<file path="config.mk">
export PLATFORM = sky130hd
export DESIGN_NAME = u712_m68k_reg_resp
export DESIGN_NICKNAME = d
export VERILOG_FILES = /design/src/rtl/u712_m68k_reg_resp.sv
export SDC_FILE = /design/constraint.sdc
export NUM_CORES = 1
export LEC_CHECK = 0
export CAP_MARGIN = 20
export CORE_ASPECT_RATIO = 1.5
export CORE_MARGIN = 8
export CORE_UTILIZATION = 49
export DETAILED_ROUTE_END_ITERATION = 8
export GPL_TIMING_DRIVEN = 0
export PLACE_DENSITY = 0.76
export SYNTH_ARGS = -nofsm -noshare
export SYNTH_HDL_FRONTEND = slang
export SYNTH_SLANG_ARGS = --single-unit
</file>
<file path="constraint.sdc">
create_clock -name CLK80 -period 2.3 [get_ports CLK80]
set_input_delay 0.46 -clock CLK80 [delete_from_list [all_inputs] [get_ports CLK80]]
set_output_delay 0.46 -clock CLK80 [all_outputs]
set_load 0.05 [all_outputs]
</file>
<file path="src/rtl/u712_m68k_reg_resp.sv">
// 68000-protocol target for the U712 8x16 control/status register file; DTACKn-terminated cycles on CLK80 falling edge.
// Optional AS-without-data-strobe bus error is compiled in with U712_REG_RESP_TIMEOUT_EN.
module u712_m68k_reg_resp #(
  parameter int          WAIT_STATES = 1,
  parameter logic [15:0] ID_VALUE    = 16'h0712,
  parameter int          TIMEOUT     = 32
) (
  input  logic         CLK80,
  input  logic         RESETn,
  input  logic         SELn,
  input  logic         ASn,
  input  logic         UDSn,
  input  logic         LDSn,
  input  logic         RnW,
  input  logic [2:0]   ADDR,
  input  logic [15:0]  DIN,
  output logic [15:0]  DOUT,
  output logic         DOE,
  output logic         DTACKn,
  output logic         BERRn,
  output logic [127:0] REG_OUT
);

  typedef enum logic [2:0] {S_IDLE, S_DECODE, S_WAIT, S_ACK, S_HOLD} state_t;

  state_t      state, state_nxt;
  logic        as_m, as_s, uds_m, uds_s, lds_m, lds_s;
  logic [15:0] regs [0:6];
  logic [15:0] reg_all [0:7];
  logic [15:0] rd_data;
  logic [2:0]  addr_q;
  logic        rnw_q, lane_hi, lane_lo;
  logic [3:0]  wait_cnt;
  logic        start;
  logic        berr_idle;

  always_ff @(negedge CLK80 or negedge RESETn) begin
    if (!RESETn) begin
      as_m  <= 1'b1;
      as_s  <= 1'b1;
      uds_m <= 1'b1;
      uds_s <= 1'b1;
      lds_m <= 1'b1;
      lds_s <= 1'b1;
    end else begin
      as_m  <= ASn;
      as_s  <= as_m;
      uds_m <= UDSn;
      uds_s <= uds_m;
      lds_m <= LDSn;
      lds_s <= lds_m;
    end
  end

`ifdef U712_REG_RESP_TIMEOUT_EN
  localparam int TW = $clog2(TIMEOUT + 1);
  logic [TW-1:0] to_cnt;
  logic          berr_q;

  // Counts only while the cycle is stuck in IDLE waiting for a data strobe.
  always_ff @(negedge CLK80 or negedge RESETn) begin
    if (!RESETn) begin
      to_cnt <= '0;
      berr_q <= 1'b1;
    end else if (as_s) begin
      to_cnt <= '0;
      berr_q <= 1'b1;
    end else if (berr_q && state == S_IDLE && !SELn && uds_s && lds_s) begin
      if (to_cnt == TW'(TIMEOUT)) berr_q <= 1'b0;
      else                        to_cnt <= to_cnt + 1'b1;
    end else if (berr_q) begin
      to_cnt <= '0;
    end
  end

  assign BERRn     = berr_q;
  assign berr_idle = berr_q;
`else
  logic unused_timeout;
  assign unused_timeout = ^TIMEOUT;
  assign BERRn          = 1'b1;
  assign berr_idle      = 1'b1;
`endif

  assign start = !as_s && !SELn && (!uds_s || !lds_s) && berr_idle;

  always_comb begin
    state_nxt = state;
    case (state)
      S_IDLE:   if (start) state_nxt = S_DECODE;
      S_DECODE: state_nxt = (WAIT_STATES == 0) ? S_ACK : S_WAIT;
      S_WAIT:   if (wait_cnt <= 4'd1) state_nxt = S_ACK;
      S_ACK:    state_nxt = S_HOLD;
      S_HOLD:   if (as_s) state_nxt = S_IDLE;
      default:  state_nxt = S_IDLE;
    endcase
  end

  always_ff @(negedge CLK80 or negedge RESETn) begin
    if (!RESETn) state <= S_IDLE;
    else         state <= state_nxt;
  end

  always_comb begin
    for (int i = 0; i < 7; i++) reg_all[i] = regs[i];
    reg_all[7] = ID_VALUE;
  end

  assign rd_data = reg_all[ADDR];

  always_comb begin
    REG_OUT = '0;
    for (int i = 0; i < 8; i++) REG_OUT[16*i +: 16] = reg_all[i];
  end

  // Read data is frozen in DECODE so later register writes cannot disturb a cycle in flight.
  always_ff @(negedge CLK80 or negedge RESETn) begin
    if (!RESETn) begin
      for (int i = 0; i < 7; i++) regs[i] <= 16'h0000;
      DOUT     <= 16'h0000;
      DOE      <= 1'b0;
      DTACKn   <= 1'b1;
      addr_q   <= 3'd0;
      rnw_q    <= 1'b1;
      lane_hi  <= 1'b0;
      lane_lo  <= 1'b0;
      wait_cnt <= 4'd0;
    end else begin
      case (state)
        S_DECODE: begin
          addr_q   <= ADDR;
          rnw_q    <= RnW;
          lane_hi  <= !uds_s;
          lane_lo  <= !lds_s;
          wait_cnt <= 4'(WAIT_STATES);
          if (RnW) begin
            DOUT <= rd_data;
            DOE  <= 1'b1;
          end
        end
        S_WAIT: wait_cnt <= wait_cnt - 4'd1;
        S_ACK: begin
          DTACKn <= 1'b0;
          if (!rnw_q) begin
            for (int i = 0; i < 7; i++) begin
              if (addr_q == 3'(i)) begin
                if (lane_hi) regs[i][15:8] <= DIN[15:8];
                if (lane_lo) regs[i][7:0]  <= DIN[7:0];
              end
            end
          end
        end
        S_HOLD: begin
          if (as_s) begin
            DTACKn <= 1'b1;
            DOE    <= 1'b0;
          end
        end
        default: ;
      endcase
    end
  end

endmodule
</file>
==> impl_results.md <==
* Critical path data arrival time at 2.32 ns
* Int Pwr at 8.686 mW
* Sink Count at 149
* Starting Density at 50.14%
* Cell area power density at 1371 mW/mm^2
* Synth area leaders: dfrtn_1 (52%), mux2_2 (23%), mux2i_1 (4.7%)
* WP depth at 1
* Htree depth at 4
* Worst r2r src: addr_q[1]
* Tot GR Track Use at 25.83%
* Worst Slack Setup Final at -0.4844 ns
* Post-DP HPWL at 14.30 mm
* Worst-Skew Late Latency at 0.47 ns
* CTS Buf Count at 17
* Clock Power Share at 19.6%
* Setup Skew at 0.07169 ns
* Post-synth top area share at 52.25%
* Hold_sp: as_m
* CORE AREA at 0.01347 mm^2
* Slowest-stage cell, CP: dfstp_2
* Reg2reg end: REG_OUT[37]
* Slowest stage delay, CP at 0.55 ns
* Area Overhead vs Synth at 62.92%
* Vias per cell at 5.579
* P_sw at 6.402 mW
* Status: finished, violations left
* Worst Path Required at 1.84 ns
* Placement Setup Slack at -1.300 ns
* Worst rel slew slack at 56.13%
* Pins Over Slew Limit at 0
* Worst min path class: register to register
* Clk buf depth at 2
* Switching part of the total at 42.43%
* #FFs+latches synth at 149
* GPL Wtd Cong at 0.8415
* Buffers and inverters on the worst path at 1
* Hold Violations, Final at 0
* Crit Path Max Fanout at 2
* Avg Cell Area, Syn at 13.29 um^2
* Post-synth top flop: dfrtn_1
* First-pass GRT wire length at 35.46 mm
* Failing checks: setup timing
* Port buffer count at 154
* Crit path capture type: output pin
* DRC at 0
* Mapped Cells at 508
* Wirelength per Cell at 23.35 um
* WHS Path Cells at 0
* Seq pwr share at 28.4%
* Startpoint types: register
* CP delay by family, top: flip-flops
* Root Driver: clkbuf_16
* Leading cell type in the layout, fill and taps excluded: buf_4
* Sequential share of the synthesized area at 55.36%
* Die footprint at 0.01787 mm^2
* Worst-path clk slew at 0.06 ns
* Max_cap viols at 0
* Drt first pass iters at 5
* Setup slack, reg-to-reg at 0.15 ns
* Post-synthesis cell area at 0.006753 mm^2
* Layout cells sized above 1 at 61.42%
* Least-Margin Pin Slew at 0.6573 ns
* DRT iter0 DRCs at 247
* # rows at 52
* Dpl cells at 840
* R2R depth at 4
* RSZ-0062 raised after global routing: yes
* CP Cell Sequence: buf_8
* Die height at 159.8 um
* Synth unique cells at 41
* I/O Pins at 173
* Post-Layout Cell Count at 1,034
* DRT Wirelength at 24.15 mm
* Largest net degree at the start of global routing at 92
* Area leader, netlist: dfrtn_1
* Nets at 886
* Peak supply drop at 0.7940 mV
* DRT antenna net count at 0
* Hold Path Sink: as_s
* Die X at 111.9 um
* Final setup vio count at 145
* GRT Residual Overflow at 0
* EDFF count, synth at 0
* Leakage at 5.406 nW
* Initial antenna violation count at 1
* YS warnings at 0
* Vias at 5,769
* Async SR Flop Fraction at 100.0%
* CTS tree: done
* Vias in the first global route at 6,206
* Most frequent cells in the layout: buf_4 (171), dfrtn_1 (141), buf_6 (134)
* WS Path Type: register to output pin
* Comb pwr share at 52.0%
-- cell families after synthesis --
family                   share of synthesized area [%]
multiplexers                                     27.42
flip-flops                                       55.36
AND/OR/NAND/NOR                                  6.244
AO/OA/AOI/OAI                                    6.633
buffers and inverters                            3.724
adder cells (fa/ha/maj)                         0.3705
other                                           0.1112
XOR/XNOR                                        0.1297
-- cell usage after synthesis (3+ instances only) --
cell / count
a222oi_1: 5
nor3b_1: 3
dfrtn_1: 141
nor2_1: 5
mux2i_1: 32
a21oi_1: 5
a22oi_1: 12
buf_4: 19
buf_2: 6
clkbuf_1: 15
o21ai_0: 18
o221ai_1: 11
nor3_1: 3
nand2_1: 26
inv_1: 5
mux2_2: 136
nor2b_1: 19
o22ai_1: 6
dfstp_2: 8
nor2_2: 4
-- power by group through the flow --
stage | logic, mW | clock network, mW | registers, mW
final | 7.84 | 2.96 | 4.29
after global routing | 8.15 | 3.10 | 4.37
after CTS | 7.33 | 2.93 | 4.24
after detailed placement | 6.07 | 0.0241 | 4.25
after global placement | 5.94 | 0.0241 | 4.21
after floorplan | 1.55 | 0.0241 | 6.58
-- stage by stage --
step | utilization, % | instance area (um^2) | power (mW) | TNS (ns) | hold slack (ns)
6_report | 81.69 | 11000 | 15.09 | -43.72 | 0.3573
3_3_place_gp | 64.27 | 8656 | 10.17 | -990.07 | 0.3456
3_5_place_dp | 64.48 | 8685 | 10.35 | -136.34 | 0.3498
2_1_floorplan | - | 6912 | 8.155 | -4.896 | 0.3452
4_1_cts | 78.84 | 10620 | 14.50 | -43.47 | 0.3596
5_1_grt | 81.69 | 11000 | 15.61 | -47.14 | 0.3643
-- timing repair --
action                                  4_1_cts  5_1_grt
hold buffers                                  0        0
endpoints found under the setup margin      149      146
pin swaps                                     5        8
resized for setup                           979       17
buffers inserted                            110       43
gates cloned                                  1        1
-- state kept, by name, indices dropped and copies added, names as in the netlist, 3 cells and up --
name and flops:
state 3, DOUT 16, wait_cnt 4, addr_q 3, REG_OUT 112
-- cell type report --
class	instances	area [um^2]
diodes	1	2.502
plain buffers	39	414.1
well taps	162	202.7
repair buffers	310	2937
clock buffers	19	432.9
flip-flops and latches	149	3739
fillers	703	2466
multi-input cells	328	3058
inverters	5	18.77
clock inverters	21	197.7
-- how the worst max path moves through the flow --
stage                     startpoint            to
after floorplan              ADDR[2]       DOUT[1]
after detailed placement     ADDR[2]      DOUT[14]
final                         DTACKn        DTACKn
after global routing          DTACKn        DTACKn
after CTS                     DTACKn        DTACKn
after global placement        RESETn  REG_OUT[103]
-- metal layers --
layer	share of wire, %	vias up	wire length, um	track usage [%]
met5	0	-	0	0
met4	4.9	0	1189	14.62
met3	5.7	71	1365	6.229
met2	54	237	13150	46.36
met1	35	2946	8449	26.92
li1	-	2515	-	-
Power figures use the tool's default switching activity.
